### src/rtl/csa_resolve_pkg.sv
// Shared sizing helpers and segment type for the carry-save resolve pipeline.
package csa_resolve_pkg;

  localparam int SEG_W_DFLT = 16;

  typedef logic [SEG_W_DFLT-1:0] seg_t;

  // Two extra bits: one for the C<<1 weighting, one for the final carry.
  function automatic int out_w(input int bitlen);
    return bitlen + 2;
  endfunction

  function automatic int num_seg(input int bitlen, input int seg_w);
    return (out_w(bitlen) + seg_w - 1) / seg_w;
  endfunction

endpackage

### src/rtl/csa_resolve_seg.sv
// One pipeline stage: W-bit add with carry-in, registered sum/carry/valid, 1 clk.
// Holds everything while en is low (global stall).
module csa_resolve_seg #(
  parameter int W = 16
) (
  input  logic         clk,
  input  logic         rst_n,
  input  logic         en,
  input  logic         vld_in,
  input  logic [W-1:0] a,
  input  logic [W-1:0] b,
  input  logic         cin,
  output logic         vld,
  output logic [W-1:0] sum,
  output logic         cout
);

  logic [W:0] total;

  assign total = {1'b0, a} + {1'b0, b} + {{W{1'b0}}, cin};

  always_ff @(posedge clk or negedge rst_n) begin
    if (!rst_n) begin
      vld  <= 1'b0;
      sum  <= '0;
      cout <= 1'b0;
    end else if (en) begin
      vld  <= vld_in;
      sum  <= total[W-1:0];
      cout <= total[W];
    end
  end

endmodule

### src/rtl/csa_resolve_pipe.sv
// Resolves carry-save (C,S) into S + (C<<1), one segment per stage, NUM_SEG clk latency.
// Global stall on out_valid && !out_ready; optional tag chain under CSA_RESOLVE_TAG_EN.
module csa_resolve_pipe
  import csa_resolve_pkg::*;
#(
  parameter int BITLEN = 34,
  parameter int SEG_W  = 16,
  parameter int TAG_W  = 8
) (
  input  logic                     clk,
  input  logic                     rst_n,
  input  logic                     in_valid,
  output logic                     in_ready,
  input  logic [BITLEN-1:0]        in_c,
  input  logic [BITLEN-1:0]        in_s,
`ifdef CSA_RESOLVE_TAG_EN
  input  logic [TAG_W-1:0]         in_tag,
  output logic [TAG_W-1:0]         out_tag,
`endif
  output logic                     out_valid,
  input  logic                     out_ready,
  output logic [out_w(BITLEN)-1:0] out_sum
);

  localparam int OUT_W   = out_w(BITLEN);
  localparam int NUM_SEG = num_seg(BITLEN, SEG_W);

  logic [1:0]       rst_q;
  logic             sync_n;
  logic             adv;
  logic [OUT_W-1:0] a_ext;
  logic [OUT_W-1:0] b_ext;

  always_ff @(posedge clk or negedge rst_n) begin
    if (!rst_n) rst_q <= 2'b00;
    else        rst_q <= {rst_q[0], 1'b1};
  end
  assign sync_n = rst_q[1];

  assign adv      = !out_valid || out_ready;
  assign in_ready = adv;

  assign a_ext = {2'b00, in_s};
  assign b_ext = {1'b0, in_c, 1'b0};

  for (genvar k = 0; k < NUM_SEG; k++) begin : g_stg
    localparam int LO = k * SEG_W;
    localparam int HI = (LO + SEG_W > OUT_W) ? OUT_W : LO + SEG_W;
    localparam int W  = HI - LO;

    // a_up/b_up: operand bits from LO upward, still unadded at this stage
    logic [OUT_W-LO-1:0] a_up;
    logic [OUT_W-LO-1:0] b_up;
    logic                cin;
    logic                vin;
    logic                vld;
    logic [W-1:0]        sum;
    logic                co;
    logic [HI-1:0]       res;

    if (k == 0) begin : g_first
      assign a_up = a_ext;
      assign b_up = b_ext;
      assign cin  = 1'b0;
      assign vin  = in_valid & in_ready;
      assign res  = sum;
    end else begin : g_next
      logic [LO-1:0] dsk;

      assign a_up = g_stg[k-1].g_skew.a_skw;
      assign b_up = g_stg[k-1].g_skew.b_skw;
      assign cin  = g_stg[k-1].co;
      assign vin  = g_stg[k-1].vld;

      always_ff @(posedge clk or negedge sync_n) begin
        if (!sync_n)  dsk <= '0;
        else if (adv) dsk <= g_stg[k-1].res;
      end
      assign res = {sum, dsk};
    end

    csa_resolve_seg #(.W(W)) u_seg (
      .clk    (clk),
      .rst_n  (sync_n),
      .en     (adv),
      .vld_in (vin),
      .a      (a_up[W-1:0]),
      .b      (b_up[W-1:0]),
      .cin    (cin),
      .vld    (vld),
      .sum    (sum),
      .cout   (co)
    );

    if (k < NUM_SEG - 1) begin : g_skew
      logic [OUT_W-HI-1:0] a_skw;
      logic [OUT_W-HI-1:0] b_skw;

      always_ff @(posedge clk or negedge sync_n) begin
        if (!sync_n) begin
          a_skw <= '0;
          b_skw <= '0;
        end else if (adv) begin
          a_skw <= a_up[OUT_W-LO-1:W];
          b_skw <= b_up[OUT_W-LO-1:W];
        end
      end
    end else begin : g_top
      // Top segment cannot carry out: OUT_W already covers the full sum range.
      logic co_unused;
      assign co_unused = co;
    end
  end

  assign out_valid = g_stg[NUM_SEG-1].vld;
  assign out_sum   = g_stg[NUM_SEG-1].res;

`ifdef CSA_RESOLVE_TAG_EN
  logic [TAG_W-1:0] tag_q [NUM_SEG];

  always_ff @(posedge clk or negedge sync_n) begin
    if (!sync_n) begin
      for (int i = 0; i < NUM_SEG; i++) tag_q[i] <= '0;
    end else if (adv) begin
      tag_q[0] <= in_tag;
      for (int i = 1; i < NUM_SEG; i++) tag_q[i] <= tag_q[i-1];
    end
  end
  assign out_tag = tag_q[NUM_SEG-1];
`else
  localparam int TAG_W_UNUSED = TAG_W;
`endif

endmodule

### config.mk
export PLATFORM = sky130hd
export DESIGN_NAME = csa_resolve_pipe
export DESIGN_NICKNAME = d
export VERILOG_FILES = /design/src/rtl/csa_resolve_pkg.sv /design/src/rtl/csa_resolve_seg.sv /design/src/rtl/csa_resolve_pipe.sv
export SDC_FILE = /design/constraint.sdc
export NUM_CORES = 1
export LEC_CHECK = 0
export ABC_AREA = 1
export CAP_MARGIN = 20
export CORE_MARGIN = 2
export CORE_UTILIZATION = 52
export DETAILED_ROUTE_END_ITERATION = 6
export PLACE_DENSITY_LB_ADDON = 0.2
export SYNTH_ARGS = -nofsm -noshare
export SYNTH_HDL_FRONTEND = slang
export SYNTH_HIERARCHICAL = 1
export SYNTH_SLANG_ARGS = --single-unit
### constraint.sdc
create_clock -name clk -period 5.4 [get_ports clk]
set_input_delay 0.81 -clock clk [delete_from_list [all_inputs] [get_ports clk]]
set_output_delay 0.81 -clock clk [all_outputs]
set_load 0.05 [all_outputs]
==> out/qor.txt, run 1 <==
Initial DRC count - 402
Drt first pass iters - 7
Initial Utilization - 52.7%
Worst endpoint required time - 4590 ps
Fin Clk Skew - 6.60 ps
Post-Syn Instances - 939
Largest net degree at the start of global routing - 94
Buffers added on ports - 109
Max Slew Vio Count - 0
Hold Crit Start - rst_q[0]
Hold WC Path Type - register to register
Non-Filler Instances - 1230
Cell leakage power - 4.73 nW
P per Cell Area - 565 nW/um^2
Clock sink count - 133
Outcome - completed
Resize count post-CTS - 0
Total number of vias - 6111
Critical path class - input port to primary output
Placed instance area - 8390 sq um
Multi-input logic area - 3400 sq um
Initial antenna violation count - 0
Postcts setup bufs - 0
H-Tree Depth - 4
Grt total ovfl - 0
Startpoint types - input port
Most frequent cells in the layout - nand2_1 (407), dfrtp_1 (131), nand3_1 (128)
Placed insts - 1199
Sequential Area - 3330 sq um
P&R area growth vs syn - 24.1%
IO Pins - 110
FMAX - 279 MHz
Vert. Die Dim - 122 um
Number of global-route vias before repair - 5457
Dpl hpwl - 10900 um
RSZ-0062 raised after global routing - no
Tot Pwr - 5.09 mW
First-pass GRT wire length - 26400 um
Layout cells sized above 1 - 7.71%
Maxcap violations - 0
Mapped Avg Cell Area - 7.73 sq um
Clk slew on worst S/H paths - 50 ps
CORE AREA - 13800 sq um
Layout fillers - 1200
Cell Area, Synth - 7260 sq um
Hold Buf Count CTS - 0
Setup WS pre-CTS - 1800 ps
DRC - 0
Maximum VDD drop - 0.258 mV
Fin crit share - 66.4%
Clk pwr share - 23.6%
WL final - 15600 um
GPL Wtd Cong - 0.874
Int Power - 2.95 mW
Worst EP arrival - 2780 ps
Final #Nets - 1149
Power share of the combinational group - 43.8%
CTS tree - yes
Final Critical Period - 3590 ps
Part of the power in registers - 32.6%
Final ANT Viol Nets - 0
Final Hold Fails - 0
P_sw - 2.14 mW
Final setup margin - 1810 ps
Full die area - 14900 sq um
Ant diodes - 0
Commonest non-fill, non-tap cell in the layout - nand2_1
Via density - 4.97
Final setup viols - 0
TritonCTS Buffers - 17
WHS - 351 ps
Max FO, Critical Path - 62
Chip width - 122 um
Total GRT Usage - 22.4%
CTS Buffer Depth - 2
Drt wl/cell - 12.7 um
TNS Setup - 0 ps
Worst Tran Pin Value - 942 ps
Yosys warnings - 6
Critical Path Sink Type - primary output
Worst-skew pair later-pin latency - 420 ps
Crit path from - out_ready
Core Util, Final - 65.4%
Worst R2R Start - g_stg[2].u_seg/vld
Root buf cell - clkbuf_16
Sw Share - 42.0%
Final instance area - 9010 sq um
Slew margin rel. - 37.2%
Rows - 43
power groups by stage:
stage	sequential [mW]	clock (mW)	combinational, mW
floorplan	2.12	0	1.16
global placement	1.66	0	2.19
detailed placement	1.67	0	2.22
CTS	1.66	1.22	2.24
global route	1.71	1.27	2.48
finish	1.66	1.20	2.23
per-layer routing:
layer,GRT usage (%),up-vias,share of wire [%]
met5,0,-,0
met4,6.47,0,0.97
met3,4.92,12,5.1
met2,31.1,166,42
met1,35.1,2790,51
li1,-,3143,-
layout make-up:
cell class	count	share of cell area (%)
multi-input cells	691	37.7
repair buffers	113	12.4
inverters	82	3.42
clock buffers	19	4.92
well taps	180	2.50
clock inverters	12	2.00
flip-flops and latches	133	37.0
sequential cells by signal (all words and copies together), names as in the netlist:
signal / cells
g_stg.g_next.dsk: 48
g_stg.u_seg/sum: 36
g_stg.g_skew.b_skw: 22
g_stg.g_skew.a_skw: 20
g_stg.u_seg/vld: 3
g_stg.u_seg/cout: 2
rst_q: 2
final timing paths:
path	to	slack, ps	cells after the start
min in group asynchronous	g_stg[2].g_next.dsk[7]	410	0
min reg2reg	rst_q[1]	350	0
max reg2reg	g_stg[0].u_seg/cout	2950	5
min	rst_q[1]	350	0
max	in_ready	1810	4
max in group asynchronous	g_stg[0].g_skew.b_skw[1]	3600	1
critical path: stages:
cell and delay [ps]:
clkdlybuf4s50_1 480, inv_2 50, nand2_4 490, clkdlybuf4s50_1 930
No activity file was read; power rests on OpenSTA's default activity.
==> run 2, diff against run 1 <==
==> constraint.sdc (replaced) <==
create_clock -name clk -period 3.63 [get_ports clk]
set_input_delay 0.5445 -clock clk [delete_from_list [all_inputs] [get_ports clk]]
set_output_delay 0.5445 -clock clk [all_outputs]
set_load 0.05 [all_outputs]
==> run 2 against run 1 <==
Compared with the run above: non-clock buffer count is 1 higher; power is 49% higher; clock skew hardly changed; count of clock-buffer cells in the layout is 1 higher; wire length is 2.5% higher; first-iteration DRC count is 25% higher; global-route usage is 0.89 points higher; worst hold slack worse by 67 ps; sequential power is 52% higher; cell area is 0.15% higher.
==> out/qor.txt, run 2 (synthesized netlist as in run 1, its figures left out) <==
CORE AREA - 13800 sq um (unchanged)
IO Pins - 110 (unchanged)
Int Power - 4.36 mW (+48%)
FMAX - 385 MHz
Worst endpoint required time - 3090 ps (-1500 ps)
Top Registers - g_stg.g_next.dsk (48), g_stg.u_seg/sum (36), g_stg.g_skew.b_skw (22)
Full die area - 14900 sq um (unchanged)
Grt total ovfl - 0 (unchanged)
Slew margin rel. - 40.3% (+3.0 points)
Clock sink count - 133 (unchanged)
Drt first pass iters - 6 (-1)
Final #Nets - 1150 (+0.087%)
Hold Buf Count CTS - 0 (unchanged)
Final instance area - 9020 sq um (+0.15%)
GPL Wtd Cong - 0.876 (+0.27%)
Postcts setup bufs - 0 (unchanged)
Slowest CP cell - clkdlybuf4s50_1
Cell leakage power - 4.72 nW (-0.15%)
RSZ-0062 raised after global routing - no
Clk pwr share - 23.2% (-0.4 points)
P per Cell Area - 838 nW/um^2 (+48%)
Maxcap violations - 0 (unchanged)
Most frequent cells in the layout - nand2_1 (407), dfrtp_1 (131), nand3_1 (128)
Critical path class - register to primary output
Resize count post-CTS - 0 (unchanged)
Via density - 4.99 (+0.44%)
Maximum VDD drop - 0.428 mV (+65%)
First-pass GRT wire length - 27400 um (+3.9%)
Outcome - completed
WL final - 16000 um (+2.5%)
CP cell instances - clkdlybuf4s50_1
Final ANT Viol Nets - 0 (unchanged)
Worst-skew pair later-pin latency - 420 ps (about the same)
Hold WC Path Type - input port to asynchronous set/reset pin
Final setup viols - 0 (unchanged)
CTS Buffer Depth - 2 (unchanged)
Startpoint types - register
Commonest non-fill, non-tap cell in the layout - nand2_1
Max FO, Critical Path - 26 (-58%)
Fin crit share - 71.5%
Largest net degree at the start of global routing - 92 (-2.1%)
Bufs and invs on worst path - 1 (-2)
Dpl hpwl - 11000 um (+1.5%)
CP delay by family, top - buffers and inverters
Ant diodes - 0 (unchanged)
Vert. Die Dim - 122 um (unchanged)
Max reg flops - 48 (unchanged)
Final Hold Fails - 0 (unchanged)
Power share of the combinational group - 43.3% (-0.5 points)
H-Tree Depth - 4 (unchanged)
Top reg by flops - g_stg.g_next.dsk
Buffers added on ports - 109 (unchanged)
DRC - 0 (unchanged)
Max Slew Vio Count - 0 (unchanged)
Chip width - 122 um (unchanged)
Rows - 43 (unchanged)
Root buf cell - clkbuf_16
Tot Pwr - 7.56 mW (+49%)
P_sw - 3.20 mW (+50%)
Layout cells sized above 1 - 8.08% (+0.37 points)
Core Util, Final - 65.5% (+0.10 points)
Total number of vias - 6148 (+0.61%)
CTS tree - yes
Final Critical Period - 2600 ps
Worst Tran Pin Value - 896 ps (-45.6 ps)
Number of global-route vias before repair - 5671 (+3.9%)
Critical Path Max Stage Delay - 910 ps (-20 ps)
Crit path from - g_stg[2].u_seg/vld
Initial DRC count - 502 (+25%)
P&R area growth vs syn - 24.3%
TritonCTS Buffers - 17 (unchanged)
Worst R2R Start - g_stg[2].u_seg/vld
Initial antenna violation count - 0 (unchanged)
Placed instance area - 8400 sq um (+0.21%)
Fin Clk Skew - 6.65 ps (+0.0525 ps)
Part of the power in registers - 33.5% (+0.9 points)
TNS Setup - 0 ps (unchanged)
Total GRT Usage - 23.3% (+0.89 points)
Critical Path Sink Type - primary output
Initial Utilization - 52.7% (unchanged)
Worst EP arrival - 2050 ps (-730 ps)
Drt wl/cell - 13.0 um (+2.4%)
Clk slew on worst S/H paths - 60 ps (about the same)
Sw Share - 42.3% (+0.29 points)
==> run 2: routing by layer <==
layer	up-vias	track usage (%)	routed length (um)
met3	20	5.01	890
li1	3151	-	-
met1	2803	36.5	8230
met5	-	0	0
met4	0	6.54	180
met2	174	32.5	6730
==> run 2: metrics by stage <==
stage               setup WS, ps  std cells  hold WS, ps
finish                      1030       1232          285
global route                 956       1232          281
CTS                          996       1232          270
detailed placement          1030       1200          342
global placement            1100       1200          336
floorplan                   1420        943          249
==> run 2: layout make-up <==
type,count,area [sq um]
Clock buffer,20,467
Multi-Input combinational cell,691,3400
Sequential cell,133,3330
Clock inverter,12,153
Fill cell,1206,4750
Timing Repair Buffer,114,1140
Inverter,82,308
Tap cell,180,225
==> run 2: final timing paths <==
path	end	slack, ps	cells after the start
worst max-delay path	out_valid	1030	1
worst min-delay path	rst_q[0]	280	1
worst max register to register	g_stg[0].u_seg/sum[2]	1390	4
worst min register to register	rst_q[1]	350	0
max in group asynchronous	g_stg[0].g_skew.b_skw[3]	2370	1
min in group clk	rst_q[1]	350	0
==> run 2: power by group through the flow <==
stage	Clock (mW)	Sequential (mW)	Combinational (mW)
6_report	1.75	2.53	3.28
2_1_floorplan	0	3.15	1.72
3_3_place_gp	0	2.54	3.21
5_1_grt	1.85	2.61	3.64
4_1_cts	1.78	2.54	3.29
3_5_place_dp	0	2.55	3.26
